## config.mk

```make
export PLATFORM = sky130hd
export DESIGN_NAME = ttt_move_ctrl
export DESIGN_NICKNAME = d
export VERILOG_FILES = /design/src/rtl/ttt_move_ctrl.sv
export SDC_FILE = /design/constraint.sdc
export NUM_CORES = 1
export LEC_CHECK = 0
export BUFFER_PORTS_ARGS = -buffer_cell sky130_fd_sc_hd__buf_2
export CORE_ASPECT_RATIO = 1.5
export CORE_MARGIN = 3
export CORE_UTILIZATION = 40
export DETAILED_ROUTE_END_ITERATION = 6
export SLEW_MARGIN = 10
export SYNTH_ARGS = -nofsm -noshare
export SYNTH_HDL_FRONTEND = slang
export SYNTH_SLANG_ARGS = --single-unit
```

## constraint.sdc

```tcl
create_clock -name clk -period 4.4 [get_ports clk]
set_input_delay 0.88 -clock clk [delete_from_list [all_inputs] [get_ports clk]]
set_output_delay 0.88 -clock clk [all_outputs]
set_load 0.02 [all_outputs]
```

## src/rtl/ttt_move_ctrl.sv

```systemverilog
// Tic-tac-toe move controller.
// Holds the 9-cell board, accepts and validates player moves, alternates turns
// and turns the external line detectors' verdict into win / draw status.
// Cell i lives at board[2i+1:2i]: 00 empty, 01 X, 10 O.
// Optional macro TTT_MOVE_TIMEOUT_EN: forfeits the turn after TIMEOUT_CYCLES
// idle cycles while waiting for a move; without it, timeout is tied low.
module ttt_move_ctrl #(
   parameter logic [1:0] FIRST_PLAYER   = 2'b01,
   parameter int         TIMEOUT_CYCLES = 1000
) (
   input  logic        clk,
   input  logic        reset,
   input  logic        new_game,
   input  logic        move_valid,
   input  logic [3:0]  move_pos,
   input  logic        win_in,
   input  logic [1:0]  win_who_in,
   output logic [17:0] board,
   output logic [1:0]  turn,
   output logic        ready,
   output logic        move_ack,
   output logic        illegal,
   output logic        game_over,
   output logic [1:0]  winner_who,
   output logic        draw,
   output logic        timeout
);

   typedef enum logic [1:0] {
      S_WAIT  = 2'b00,
      S_CHECK = 2'b01,
      S_OVER  = 2'b10
   } state_t;

   state_t     state;
   logic [3:0] move_cnt;
   logic [1:0] target_cell;
   logic       move_ok;
   logic       expire;

   function automatic logic [1:0] other_player(input logic [1:0] p);
      return (p == 2'b01) ? 2'b10 : 2'b01;
   endfunction

   assign ready = (state == S_WAIT);

   // Look up the addressed cell and decide whether the requested move is legal
   always_comb begin
      target_cell = 2'b00;
      for (int i = 0; i < 9; i++) begin
         if (move_pos == 4'(i)) begin
            target_cell = board[2*i +: 2];
         end
      end
      move_ok = (move_pos <= 4'd8) && (target_cell == 2'b00);
   end

`ifdef TTT_MOVE_TIMEOUT_EN
   localparam int            TW    = (TIMEOUT_CYCLES > 1) ? $clog2(TIMEOUT_CYCLES) : 1;
   localparam logic [TW-1:0] TLAST = TW'(TIMEOUT_CYCLES - 1);

   logic [TW-1:0] idle_cnt;

   // A pending move always beats expiry, so only a quiet last cycle forfeits
   assign expire = (state == S_WAIT) && !move_valid && (idle_cnt == TLAST);

   // Idle counter: runs only while waiting, saturates at its last value, pulses on expiry
   always_ff @(posedge clk or posedge reset) begin
      if (reset) begin
         idle_cnt <= '0;
         timeout  <= 1'b0;
      end else begin
         timeout <= 1'b0;
         if (new_game || (state != S_WAIT) || (move_valid && move_ok)) begin
            idle_cnt <= '0;
         end else if (expire) begin
            idle_cnt <= '0;
            timeout  <= 1'b1;
         end else if (idle_cnt != TLAST) begin
            idle_cnt <= idle_cnt + TW'(1);
         end
      end
   end
`else
   logic unused_timeout_cfg;
   assign unused_timeout_cfg = (TIMEOUT_CYCLES > 0);
   assign expire             = 1'b0;
   assign timeout            = 1'b0;
`endif

   // Game FSM: accept/reject moves in WAIT, judge the new board in CHECK, freeze in OVER
   always_ff @(posedge clk or posedge reset) begin
      if (reset) begin
         state      <= S_WAIT;
         board      <= '0;
         turn       <= FIRST_PLAYER;
         move_cnt   <= '0;
         move_ack   <= 1'b0;
         illegal    <= 1'b0;
         game_over  <= 1'b0;
         winner_who <= 2'b00;
         draw       <= 1'b0;
      end else begin
         move_ack <= 1'b0;
         illegal  <= 1'b0;
         if (new_game) begin
            // A move in the same cycle is dropped without ack or illegal
            state      <= S_WAIT;
            board      <= '0;
            turn       <= FIRST_PLAYER;
            move_cnt   <= '0;
            game_over  <= 1'b0;
            winner_who <= 2'b00;
            draw       <= 1'b0;
         end else begin
            case (state)
               S_WAIT: begin
                  if (move_valid) begin
                     if (move_ok) begin
                        for (int i = 0; i < 9; i++) begin
                           if (move_pos == 4'(i)) begin
                              board[2*i +: 2] <= turn;
                           end
                        end
                        move_cnt <= move_cnt + 4'd1;
                        move_ack <= 1'b1;
                        state    <= S_CHECK;
                     end else begin
                        illegal <= 1'b1;
                     end
                  end else if (expire) begin
                     turn <= other_player(turn);
                  end
               end
               S_CHECK: begin
                  // Detectors now see the registered board; a win outranks a full board
                  if (win_in) begin
                     game_over  <= 1'b1;
                     winner_who <= win_who_in;
                     state      <= S_OVER;
                  end else if (move_cnt == 4'd9) begin
                     game_over <= 1'b1;
                     draw      <= 1'b1;
                     state     <= S_OVER;
                  end else begin
                     turn  <= other_player(turn);
                     state <= S_WAIT;
                  end
               end
               S_OVER: begin
                  if (move_valid) begin
                     illegal <= 1'b1;
                  end
               end
               default: state <= S_WAIT;
            endcase
         end
      end
   end

endmodule

```

# After elaboration in Yosys (flattened, before gate mapping)
# Index checks and enable logic that the tools add are counted.
# totals
regBits	32
word_cells	127
inputBits	11
# classes
magnitude_cmp	1
eq_ne	17
add_sub_neg	1
n_reduce_logical	35
n_mux	56
# ops
operator	n
$mux 18	4
$mux 2	31
$reduce_and 4->1	9
$reduce_bool 2->1	15
$eq 4x3->1 const B	4
$mux 4	4
$mux 1	15
$reduce_and 3->1	4
$eq 4x2->1 const B	2
$eq 4x4->1 const B	2
$ne 2x2->1 const B	3
$pmux 2 s3	1
$add 4x1->4 const B	1
$eq 2x1->1 const B	2
$eq 4x1->1 const B	1
$le 4x4->1 const B	1
$logic_not 2->1	2
$logic_not 4->1	1
$reduce_and 2->1	2
$ne 3x2->1 const B	1
$ne 3x3->1 const B	1
$reduce_bool 3->1	1
$eq 2x2->1 const B	1
$pmux 1 s2	1
$logic_and 1x1->1	1

# Longest topological paths before layout
# logic_depth
depth_word	16
mapped_depth	9

# Worst setup path after synthesis
# OpenSTA, ideal clock, no wires.
# synth_path
path_type	input-to-reg
startpoint	input port move_pos[0]
endpoint	register move_cnt[3]
path_slack_ps	1774
stages	8
required_ps	4275
arrival_ps	2501
path_buffers	2
path_cell_list	clkbuf_1 -> or4_1 -> o311a_1 -> a22oi_2 -> a31o_1 -> buf_4 -> nand4_2 -> mux2_4
# synth_via
elab_chain_len	14
word_cells_on_any_way	23
# synth_lines
element	line_no	source
from (decl)	15	input logic [3:0] move_pos,
$logic_not 4->1	51	if (move_pos == 4'(i)) begin
$mux 2 (9 in series)	51	
$logic_not 2->1	55	move_ok = (move_pos <= 4'd8) && (target_cell == 2'b00);
$logic_and 1x1->1 (*)	55	
$reduce_bool 2->1 (no source line) (*)	n/a	
$reduce_and 3->1 (no source line) (*)	n/a	
to (signal assigned)	125	move_cnt <= move_cnt + 4'd1;
to (decl)	36	logic [3:0] move_cnt;
# Every way passes the cells marked *; elsewhere a longest branch is shown, timed or not.
# A chain may end at the register's enable or synchronous reset.

# Final worst setup path
# layout_path
startpoint	input port move_pos[2]
endpoint	register move_cnt[3]
# The elaborated chain is that of the path after synthesis.

==> summary.md <==
The final-report hold violation count was 0; the number of enable-type register cells in the synthesized netlist was 0. Dividing the final minimum period by the clock period gives 70.3%. Sequential cells were found to cover 50.8% of the synthesized design area. For this run, the leading register cell type out of synthesis is sky130_fd_sc_hd__dfrtp_1.

The critical path ends at move_cnt[3]$_DFFE_PP0P_. Counting flops and latches in the post-synthesis netlist gives 32. The number of buffers inserted for hold repair after clock tree synthesis is 0. The tools report the worst setup margin as 1.31 ns.

The number of filler instances in the final layout was 365; the peak supply drop was 225 uV. Counting distinct cell types in the post-synthesis netlist gives 38. Counting cells, the worst reg-to-reg path comes to 6.

In the routed design, unresolved DRC markers number 0. The tools report the root buffer selected by CTS as sky130_fd_sc_hd__clkbuf_8. In this run the remaining antenna-violating nets after routing total 0.

Hold is met by 0.493 ns. The final routed wirelength across all metal layers was 3420 um; the clock-pin slew on the worst setup and hold paths was 0.06 ns. Across the run, the number of max-cap violations was 0.

In this run the number of H-tree levels came out at 2. The total overflow left after global routing is 0. The logs give 35 for the maximum number of pins on one net before global-route repair and 237 for the post-layout instance count excluding filler cells.

The final-report max-slew violation count was 0. The floorplan step set the die width to 57.3 um. The endpoint of the most critical register-to-register path was move_cnt[3]$_DFFE_PP0P_. Headroom to the max-slew limit came out at 42.6%. The arrival time reported for the critical path endpoint came out at 3.26 ns. The logs give 229 for the number of cells in the design after placement and 174 for the net count after synthesis. Share of synthesized flip-flops with an asynchronous set or reset: 100%.

During synthesis, Yosys emitted a total of 0 warnings. The critical path is of the in -> reg type. The power density over the cells is 328 mW/mm^2, and the final weighted congestion in routability-driven placement is 0.823.

The category of the worst setup path capture point is a flip-flop. Detailed placement finished with a half-perimeter wire length of 2490 um. The maximum fanout along the worst path was 25; the post-CTS setup-driven buffer insertion count was 0. For the overall global routing resource usage, the log shows 15.4%.

Cells with a size suffix above 1 make up 26.8% of the layout. The initial antenna violation count came out at 0. TritonCTS created 5 clock buffers. Once the clock tree was built, the resizer swapped 0 gates to a different size. Setup violations remaining at the end of the flow were counted as 0. The starting utilization of the core area came out at 42.1%. The maximum clock rate came out at 323 MHz. The type of element launching the critical path was an input port. The synthesized netlist cell count is 161. The die span in y was 82.9 um. Averaged over all synthesized cells, the footprint is 9.80 um^2. Row generation in the floorplan step produced 27 rows. At the end of the flow the core is filled with cells to 49.2%.

Setup total negative slack on the finished layout was measured at 0 ns. Across the whole layout, storage elements account for 802 um^2. TritonCTS built the clock tree. No sink is reached through more buffers than the 2 on the longest clock path. For this run, the post-layout net count is 206.

Tracing the worst setup path back leads to its startpoint at move_pos[2]. Area added between synthesis and finish: 17.0%. The tree built by TritonCTS fans out to 32 sinks. The run finished with clean final reports. Timing analysis after detailed placement gives a worst setup slack of 1.02 ns. At the worst endpoint, the required time is 4.57 ns. The mapped netlist covers 0.00158 mm^2. Kind of path behind the tightest hold check: reg -> reg. The maximum clock skew at final layout is 0.00338 ns, and the transition at the pin with the smallest max-transition slack is 0.861 ns.

Summed over all cells, the static leakage comes to 0.936 nW. The average detailed-routed wire length per instance is 14.4 um, and the length of the first detailed-routing pass in iterations is 4. Summing all multi-input logic gate instances after layout gives 686 um^2. Setup repair after global routing left no endpoint under its margin. The number of global-route vias before repair was 1,316. Dividing the detail-routed via count by the number of cells gives 5.59. The die covers 0.00475 mm^2.

Boundary pin count: 39. The antenna diode count was 0; the number of I/O port buffers was 37. For the finished layout, the period the worst path requires is 3.09 ns. The first-iteration detailed-routing DRC count was 51.

The setup check on the worst reg-to-reg path leaves a slack of 1.77 ns. At the later pin of the worst-skew pair, clock insertion delay measures 0.28 ns. The core region is 0.00375 mm^2. The first-pass GRT wire length is 5750 um. For the number of vias after detailed routing, the log shows 1,324. The tools report the worst flop-to-flop path startpoint as board[1]$_DFFE_PP0P_.
flip-flops by register name, summed over array words and instances, names as in the netlist:
register	count
game_over	1
draw	1
move_ack	1
turn	2
board	18
state	2
winner_who	2
illegal	1
move_cnt	4
critical path, stage by stage:
cell and delay [ns]:
sky130_fd_sc_hd__buf_2 0.15, sky130_fd_sc_hd__nor2b_1 0.53, sky130_fd_sc_hd__o211ai_1 0.23, sky130_fd_sc_hd__o31ai_1 0.25
sky130_fd_sc_hd__a31o_1 0.71, sky130_fd_sc_hd__nand4_2 0.18, sky130_fd_sc_hd__mux2_4 0.32
cells by family (layout without fill, tap and decap cells):
| group | count (synthesis) | count (layout) | share of synthesized area [%] |
|---|---|---|---|
| muxes | 4 | 4 | 3.01 |
| DFF | 32 | 32 | 50.8 |
| other | 1 | 1 | 0.238 |
| buffers and inverters | 18 | 51 | 5.71 |
| adders and majority gates | 2 | 2 | 1.59 |
| AOI/OAI and AO/OA | 41 | 41 | 19.0 |
| and+or+nand+nor | 62 | 62 | 19.1 |
| xor gates and xnor gates | 1 | 1 | 0.555 |
layer usage:
layer	GRT usage, %	routed length (um)	vias up
met5	0	0	-
met3	4.67	230	16
met4	9.70	112	0
li1	-	-	633
met2	23.7	1610	54
met1	18.3	1470	621
synth_stat cells, types with 2 or more instances:
master,number,area [um^2]
sky130_fd_sc_hd__o21ai_0,4,20.0
sky130_fd_sc_hd__nand2_1,7,26.3
sky130_fd_sc_hd__nor2b_1,9,56.3
sky130_fd_sc_hd__a31oi_1,7,43.8
sky130_fd_sc_hd__ha_1,2,25.0
sky130_fd_sc_hd__clkbuf_1,8,30.0
sky130_fd_sc_hd__nand2b_1,5,31.3
sky130_fd_sc_hd__buf_4,4,30.0
sky130_fd_sc_hd__inv_1,5,18.8
sky130_fd_sc_hd__a21oi_1,7,35.0
sky130_fd_sc_hd__a31o_1,2,17.5
sky130_fd_sc_hd__nor2_1,31,116
sky130_fd_sc_hd__nand3_1,2,10.0
sky130_fd_sc_hd__dfrtp_1,31,776
sky130_fd_sc_hd__o21bai_1,2,15.0
sky130_fd_sc_hd__a41oi_1,12,105
sky130_fd_sc_hd__nor3_1,2,10.0
worst min path at each step:
| stage | slack [ns] | cells past startpoint | endpoint | startpoint |
|---|---|---|---|---|
| floorplan | 0.53 | 2 | state[1]$_DFFE_PP0P_ | state[0]$_DFFE_PP0P_ |
| global placement | 0.48 | 2 | draw$_DFFE_PP0P_ | draw$_DFFE_PP0P_ |
| detailed placement | 0.48 | 2 | draw$_DFFE_PP0P_ | draw$_DFFE_PP0P_ |
| CTS | 0.50 | 2 | draw$_DFFE_PP0P_ | draw$_DFFE_PP0P_ |
| global route | 0.52 | 2 | draw$_DFFE_PP0P_ | draw$_DFFE_PP0P_ |
| finish | 0.49 | 2 | draw$_DFFE_PP0P_ | draw$_DFFE_PP0P_ |
where the power goes:
part           switching, W  total [W]  internal (W)  leakage [nW]
combinational     0.0000451  0.0000670     0.0000219         0.445
sequential       0.00000737   0.000308      0.000301         0.440
clock              0.000105   0.000229      0.000125        0.0510
total              0.000157   0.000605      0.000447         0.936
area by class of cell:
cell class                      instances  area share (%)
Sequential cell                        32            43.5
Clock buffer                            6            4.47
Timing Repair Buffer                   38            10.4
Clock inverter                          2           0.542
Inverter                                5            1.02
Tap cell                               43            2.92
Multi-Input combinational cell        111            37.2
through the flow:
step	instance area, um^2	power [W]
after global routing	1850	0.000632
after CTS	1850	0.000612
after floorplan	1580	0.000365
after detailed placement	1750	0.000381
after global placement	1750	0.000379
final	1850	0.000605
cells in the final DEF, fill, tap and decap left out, types with 2 or more instances in the layout:
cell type / instances
sky130_fd_sc_hd__clkinv_2: 2
sky130_fd_sc_hd__o21ai_0: 4
sky130_fd_sc_hd__dfrtp_1: 31
sky130_fd_sc_hd__nor3_1: 2
sky130_fd_sc_hd__a21oi_1: 7
sky130_fd_sc_hd__nand3_1: 2
sky130_fd_sc_hd__ha_1: 2
sky130_fd_sc_hd__inv_1: 5
sky130_fd_sc_hd__nand2b_1: 5
sky130_fd_sc_hd__a31oi_1: 7
sky130_fd_sc_hd__buf_2: 37
sky130_fd_sc_hd__nor2_1: 31
sky130_fd_sc_hd__nand2_1: 7
sky130_fd_sc_hd__o21bai_1: 2
sky130_fd_sc_hd__nor2b_1: 9
sky130_fd_sc_hd__clkbuf_8: 6
sky130_fd_sc_hd__a31o_1: 2
sky130_fd_sc_hd__a41oi_1: 12
No activity file was read; power rests on OpenSTA's default activity.
